**config.mk**
```make
export PLATFORM = sky130hd
export DESIGN_NAME = posit_encoder
export DESIGN_NICKNAME = d
export VERILOG_FILES = /design/src/rtl/posit_encoder.sv
export SDC_FILE = /design/constraint.sdc
export NUM_CORES = 1
export LEC_CHECK = 0
export ABC_AREA = 1
export BUFFER_PORTS_ARGS = -buffer_cell sky130_fd_sc_hd__buf_2
export CAP_MARGIN = 20
export CELL_PAD_IN_SITES_DETAIL_PLACEMENT = 1
export CELL_PAD_IN_SITES_GLOBAL_PLACEMENT = 1
export CORE_ASPECT_RATIO = 1.1
export CORE_MARGIN = 1.5
export CORE_UTILIZATION = 42
export DETAILED_ROUTE_END_ITERATION = 10
export PLACE_DENSITY_LB_ADDON = 0.08
export SLEW_MARGIN = 10
export SYNTH_ARGS = -nofsm -noshare
export SYNTH_HDL_FRONTEND = slang
export SYNTH_SLANG_ARGS = --single-unit
```
**constraint.sdc**
```tcl
create_clock -name clk -period 3.93 [get_ports clk]
set_input_delay 0.393 -clock clk [delete_from_list [all_inputs] [get_ports clk]]
set_output_delay 0.393 -clock clk [all_outputs]
set_load 0.02 [all_outputs]
```
**src/rtl/posit_encoder.sv**
```systemverilog
// posit_encoder: packs an unpacked posit into an N-bit word over a 2-stage pipeline.
// Define POSIT_ENC_STATUS_EN to add the out_inexact/out_sat status outputs.
module posit_encoder #(
  parameter int N       = 16,
  parameter int ES      = 2,
  parameter int SCALE_W = 8,
  parameter int FW      = 14
) (
  input  logic               clk,
  input  logic               rst,
  input  logic               in_valid,
  output logic               in_ready,
  input  logic               in_sign,
  input  logic               in_zero,
  input  logic               in_nar,
  input  logic [SCALE_W-1:0] in_scale,
  input  logic [FW-1:0]      in_frac,
  input  logic               in_sticky,
  output logic               out_valid,
  input  logic               out_ready,
`ifdef POSIT_ENC_STATUS_EN
  output logic               out_inexact,
  output logic               out_sat,
`endif
  output logic [N-1:0]       out_posit
);

  localparam int KW = SCALE_W - ES;
  localparam int BW = N + ES + FW + 2;

  logic                 r_v1;
  logic                 r_sign;
  logic                 r_zero;
  logic                 r_nar;
  logic signed [KW-1:0] r_k;
  logic [ES-1:0]        r_e;
  logic [FW-1:0]        r_frac;
  logic                 r_sticky;
  logic                 r_v2;
  logic [N-1:0]         r_posit;

  logic                 w_stall;
  logic signed [31:0]   w_k;
  logic signed [31:0]   w_sh;
  logic                 w_neg;
  logic [BW-1:0]        w_base;
  logic [BW-1:0]        w_lsr;
  logic [BW-1:0]        w_asr;
  logic [BW-1:0]        w_body;
  logic [N-2:0]         w_mag;
  logic [N-2:0]         w_magf;
  logic                 w_guard;
  logic                 w_st;
  logic                 w_up;
  logic                 w_sat;
  logic                 w_inexact;
  logic [N-1:0]         w_word;

  assign w_stall   = r_v2 & ~out_ready;
  assign in_ready  = ~w_stall;
  assign out_valid = r_v2;
  assign out_posit = r_posit;

  always_comb begin
    w_k     = 32'(r_k);
    w_neg   = w_k < 0;
    w_sh    = w_neg ? (-w_k - 32'sd1) : w_k;
    // Marker pair: shifting it right grows the regime run
    w_base  = {w_neg ? 2'b01 : 2'b10, r_e, r_frac, {N{1'b0}}};
    w_lsr   = w_base >> w_sh;
    w_asr   = $signed(w_base) >>> w_sh;
    w_body  = w_neg ? w_lsr : w_asr;
    w_mag   = w_body[BW-1 -: N-1];
    w_guard = w_body[BW-N];
    w_st    = (|w_body[BW-N-1:0]) | r_sticky;
    w_up    = w_guard & (w_st | w_mag[0]);
    w_sat   = 1'b0;
    w_magf  = w_mag + (N-1)'(w_up);
    if (w_k >= N - 2) begin
      w_sat  = 1'b1;
      w_magf = {(N-1){1'b1}};
    end else if (w_k <= 2 - N) begin
      w_sat  = 1'b1;
      w_magf = (N-1)'(1);
    end
    w_inexact = (w_guard | w_st) & ~w_sat;
    w_word    = {1'b0, w_magf};
    if (r_sign)
      w_word = -w_word;
    if (r_nar) begin
      w_word    = {1'b1, {(N-1){1'b0}}};
      w_sat     = 1'b0;
      w_inexact = 1'b0;
    end else if (r_zero) begin
      w_word    = '0;
      w_sat     = 1'b0;
      w_inexact = 1'b0;
    end
  end

  always_ff @(posedge clk or posedge rst) begin
    if (rst) begin
      r_v1     <= 1'b0;
      r_sign   <= 1'b0;
      r_zero   <= 1'b0;
      r_nar    <= 1'b0;
      r_k      <= '0;
      r_e      <= '0;
      r_frac   <= '0;
      r_sticky <= 1'b0;
      r_v2     <= 1'b0;
      r_posit  <= '0;
    end else if (!w_stall) begin
      r_v1 <= in_valid;
      r_v2 <= r_v1;
      if (in_valid) begin
        r_sign   <= in_sign;
        r_zero   <= in_zero;
        r_nar    <= in_nar;
        r_k      <= in_scale[SCALE_W-1:ES];
        r_e      <= in_scale[ES-1:0];
        r_frac   <= in_frac;
        r_sticky <= in_sticky;
      end
      if (r_v1)
        r_posit <= w_word;
    end
  end

`ifdef POSIT_ENC_STATUS_EN
  logic r_inexact;
  logic r_sat;

  always_ff @(posedge clk or posedge rst) begin
    if (rst) begin
      r_inexact <= 1'b0;
      r_sat     <= 1'b0;
    end else if (!w_stall && r_v1) begin
      r_inexact <= w_inexact;
      r_sat     <= w_sat;
    end
  end

  assign out_inexact = r_inexact;
  assign out_sat     = r_sat;
`else
  logic w_unused;
  assign w_unused = w_inexact;
`endif

endmodule

```
==> impl_metrics.sql <==
INSERT INTO impl_metrics (metric_group, metric, value, unit) VALUES
('outcome', 'status', 'finished, final reports clean', ''),
('critical_path', 'cp.buffers_inverters', '6', ''),
('power', 'power_density', '660.6', 'nW/um^2'),
('detailed_routing', 'detail_route.drc_violations', '0', ''),
('yosys', 'synthesis.area_per_instance', '6.203', 'sq um'),
('yosys', 'synth-seq-cells', '44', ''),
('yosys', 'syn_area', '4727', 'sq um'),
('global_routing', 'grt_pass1_wl', '25.14', 'mm'),
('yosys', 'synth.area.top_cells', 'sky130_fd_sc_hd__dfrtp_1 23%, sky130_fd_sc_hd__nand2_1 22%, sky130_fd_sc_hd__nand3_1 11%', ''),
('sta', 'max_slew.worst_pin.slew', '959.6', 'ps'),
('global_routing', 'grt_pass1_vias', '5222', ''),
('cts', 'tritoncts', 'yes', ''),
('power', 'net-switching-power', '1.911', 'mW'),
('critical_path', 'criticalPathCategory', 'reg2reg', ''),
('power', 'share_of_total_power_consumed_by_net_switching', '0.5302', ''),
('cts', 'clock_latency', '280', 'ps'),
('critical_path', 'path_max_fanout', '13', ''),
('min_path', 'min_path_type', 'in2async', ''),
('critical_path', 'worstSetupPathDepth', '26', ''),
('power', 'share_seq_of_total_power', '0.174', ''),
('place', 'port_buffers', '47', ''),
('sta', 'report.final.slew_viol_count', '0', ''),
('floorplanning', 'fp.dieArea', '11900', 'sq um'),
('critical_path', 'worst_stage_delay_on_the_critical_path', '440', 'ps'),
('yosys', 'synth.distinct_cells', '37', ''),
('critical_path', 'required', '4100', 'ps'),
('final_layout', 'final_layout_size_suffix_gt1_frac', '0.2422', ''),
('final_layout', 'nNetsFinal', '839', ''),
('critical_path', 'worst-r2r-cell-count', '26', ''),
('cts', 'worst_setup_hold_path_clk_slew', '60', 'ps'),
('floorplanning', 'floorplan.rows', '40', ''),
('critical_path', 'path_delay_family', 'simple AND/OR/NAND/NOR gates', ''),
('sta', 'finalCritPeriodShare', '0.9665', ''),
('final_layout', 'fill_cells', '1532', ''),
('floorplanning', 'floorplan.initialDensity', '0.4313', ''),
('final_layout', 'antennaDiodeCount', '0', ''),
('cts', 'clockRootBuffer', 'sky130_fd_sc_hd__clkbuf_16', ''),
('power', 'clock_power_share', '0.148', ''),
('cts', 'clkSinkCount', '44', ''),
('critical_path', 'crit_arrival', '3960', 'ps'),
('detailed_routing', 'postRouteWirelength', '16.06', 'mm'),
('floorplanning', 'floorplan.core_area', '10960', 'sq um'),
('power', 'power.internal', '1.694', 'mW'),
('floorplanning', 'die_height', '114.3', 'um'),
('critical_path', 'reg2reg_slack', '130', 'ps'),
('yosys', 'ys_seq_area_frac', '0.2329', ''),
('critical_path', 'worstSetupEndpointType', 'flop', ''),
('detailed_routing', 'detail_route.iter0.violations', '213', ''),
('yosys', 'synthesis.nets', '800', ''),
('yosys', 'synthesis.instances', '762', ''),
('critical_path', 'critical_path.most_common_cell', 'sky130_fd_sc_hd__nand2_1', ''),
('yosys', 'yosysWarningCount', '0', ''),
('sta', 'timing.final.crit_period', '3799', 'ps'),
('cts', 'numCtsBuffers', '5', ''),
('yosys', 'synth.largest_area_cell', 'sky130_fd_sc_hd__dfrtp_1', ''),
('sta', 'maxSlewHeadroom', '0.3593', ''),
('job', 'cap_violations', '0', ''),
('final_layout', 'area_delta_synth_final', '15.46', '%'),
('sta', 'tns', '0', 'ps'),
('sta', 'report.final.hold_viol_count', '0', ''),
('sta', 'setup_viol', '0', ''),
('critical_path', 'setup.worst_path.start_class', 'flop', ''),
('detailed_routing', 'routed_wire_length_per_instance', '16.94', 'um'),
('detailed_routing', 'vias_per_cell', '5.402', ''),
('power', 'combinationalPowerShare', '0.678', ''),
('place', 'gp_routability_congestion', '0.9323', ''),
('yosys', 'netlist.area_leader.share', '0.2329', ''),
('final_layout', 'final_core_utilization', '0.4979', ''),
('cts', 'cts-htree-levels', '2', ''),
('critical_path', 'crit_path_top_delay_cell', 'sky130_fd_sc_hd__dfrtp_2', ''),
('power', 'total_leakage_power', '2.807', 'nW');
==> power groups by stage <==
stage	clock, mW	combinational [mW]	sequential (mW)
6_report	0.532	2.44	0.629
4_1_cts	0.543	2.27	0.623
3_3_place_gp	0	2.20	0.626
3_5_place_dp	0	2.25	0.631
5_1_grt	0.551	2.70	0.641
2_1_floorplan	0	1.67	0.672
==> cell type report <==
class / instances / area (sq um) / area share
multi-input combinational: 620 / 3303 / 0.6052
clock inverter: 2 / 60.06 / 0.01100
tap: 147 / 183.9 / 0.03370
timing repair buffer: 63 / 421.7 / 0.07726
sequential: 44 / 1102 / 0.2020
clock buffer: 5 / 125.1 / 0.02293
inverter: 67 / 261.5 / 0.04791
==> through the flow <==
step | cells | hold WS [ps] | setup WS (ps) | power, mW | instance area [sq um]
2_1_floorplan | 762 | 431.7 | 412.0 | 2.341 | 4727
3_5_place_dp | 935 | 465.4 | -107.1 | 2.882 | 5022
4_1_cts | 942 | 335.5 | 68.43 | 3.442 | 5211
3_3_place_gp | 935 | 444.7 | 65.51 | 2.830 | 5022
5_1_grt | 948 | 341.4 | -138.8 | 3.894 | 5458
6_report | 948 | 327.1 | 131.5 | 3.605 | 5458
==> metal layers <==
metal	vias to the layer above	wire [um]	track usage
met5	-	0	0
met1	2472	6200	0.2856
li1	2517	-	-
met2	88	8880	0.5139
met4	0	597	0.1222
met3	44	378	0.02960
==> cell families (layout without fill, tap and decap cells) <==
group,Yosys count,in the layout,synth area share
compound gates,56,56,0.06538
buf+inv,99,137,0.09688
fa+ha+maj,8,8,0.02118
xor+xnor,2,2,0.005295
simple gates,541,542,0.5498
flops,44,44,0.2329
mux,12,12,0.02859
==> cells in the mapped netlist <==
cell type                    n
sky130_fd_sc_hd__nand2_1   277
sky130_fd_sc_hd__nand3_1   100
sky130_fd_sc_hd__nor2_1     69
sky130_fd_sc_hd__inv_1      50
sky130_fd_sc_hd__dfrtp_1    44
sky130_fd_sc_hd__a21oi_1    23
sky130_fd_sc_hd__nand2_2    23
sky130_fd_sc_hd__nand3_2    21
sky130_fd_sc_hd__o21ai_0    16
sky130_fd_sc_hd__inv_2      13
sky130_fd_sc_hd__nor2_2     13
sky130_fd_sc_hd__buf_2      12
sky130_fd_sc_hd__mux2_2     12
sky130_fd_sc_hd__o21ai_1    11
sky130_fd_sc_hd__nand4_1    10
sky130_fd_sc_hd__nor2_4      9
sky130_fd_sc_hd__ha_1        8
sky130_fd_sc_hd__buf_6       7
sky130_fd_sc_hd__buf_1       6
sky130_fd_sc_hd__buf_4       5
sky130_fd_sc_hd__clkinv_1    4
sky130_fd_sc_hd__nand2_4     4
sky130_fd_sc_hd__nand3_4     4
sky130_fd_sc_hd__nand3b_1    4
sky130_fd_sc_hd__nor3_1      3
sky130_fd_sc_hd__and2_1      2
sky130_fd_sc_hd__clkbuf_1    2
sky130_fd_sc_hd__a21oi_2     1
sky130_fd_sc_hd__a21oi_4     1
sky130_fd_sc_hd__a22o_1      1
sky130_fd_sc_hd__a32o_1      1
sky130_fd_sc_hd__nand4_4     1
sky130_fd_sc_hd__o211ai_1    1
sky130_fd_sc_hd__o21a_1      1
sky130_fd_sc_hd__or2_1       1
sky130_fd_sc_hd__xnor2_2     1
sky130_fd_sc_hd__xor2_1      1
==> layout by cell type, fill, tap and decap left out, types with 11 or more instances in the layout <==
cell                      count
sky130_fd_sc_hd__nor2_1      67
sky130_fd_sc_hd__nand2_2     30
sky130_fd_sc_hd__o21ai_0     15
sky130_fd_sc_hd__nand3_1     99
sky130_fd_sc_hd__nand3_2     19
sky130_fd_sc_hd__mux2_2      12
sky130_fd_sc_hd__buf_2       47
sky130_fd_sc_hd__inv_2       12
sky130_fd_sc_hd__inv_1       48
sky130_fd_sc_hd__a21oi_1     22
sky130_fd_sc_hd__buf_4       11
sky130_fd_sc_hd__dfrtp_1     43
sky130_fd_sc_hd__nor2_2      15
sky130_fd_sc_hd__nand2_1    269
==> state kept, by name (all words and copies together) (netlist names) <==
register   cells
r_e            2
r_v1           1
r_zero         1
r_sign         1
r_frac        14
r_nar          1
r_k            6
out_valid      1
r_sticky       1
out_posit     16
==> path summary, 6_finish.rpt <==
path                                       to           from
max in group asynchronous              r_k[5]            rst
worst min-delay path                r_frac[1]            rst
worst min register to register  out_posit[11]  out_posit[11]
min in group clk                       r_zero        in_zero
worst max register to register  out_posit[10]         r_k[5]
worst max-delay path            out_posit[10]         r_k[5]
==> repair_timing <==
action                                  CTS  global route
buffers inserted                          0             3
gates resized for setup                   2            40
hold buffers                              0             0
endpoints found under the setup margin    4            11
pin swaps                                 0             4
cloned                                    0             2
No activity file was read; power rests on OpenSTA's default activity.
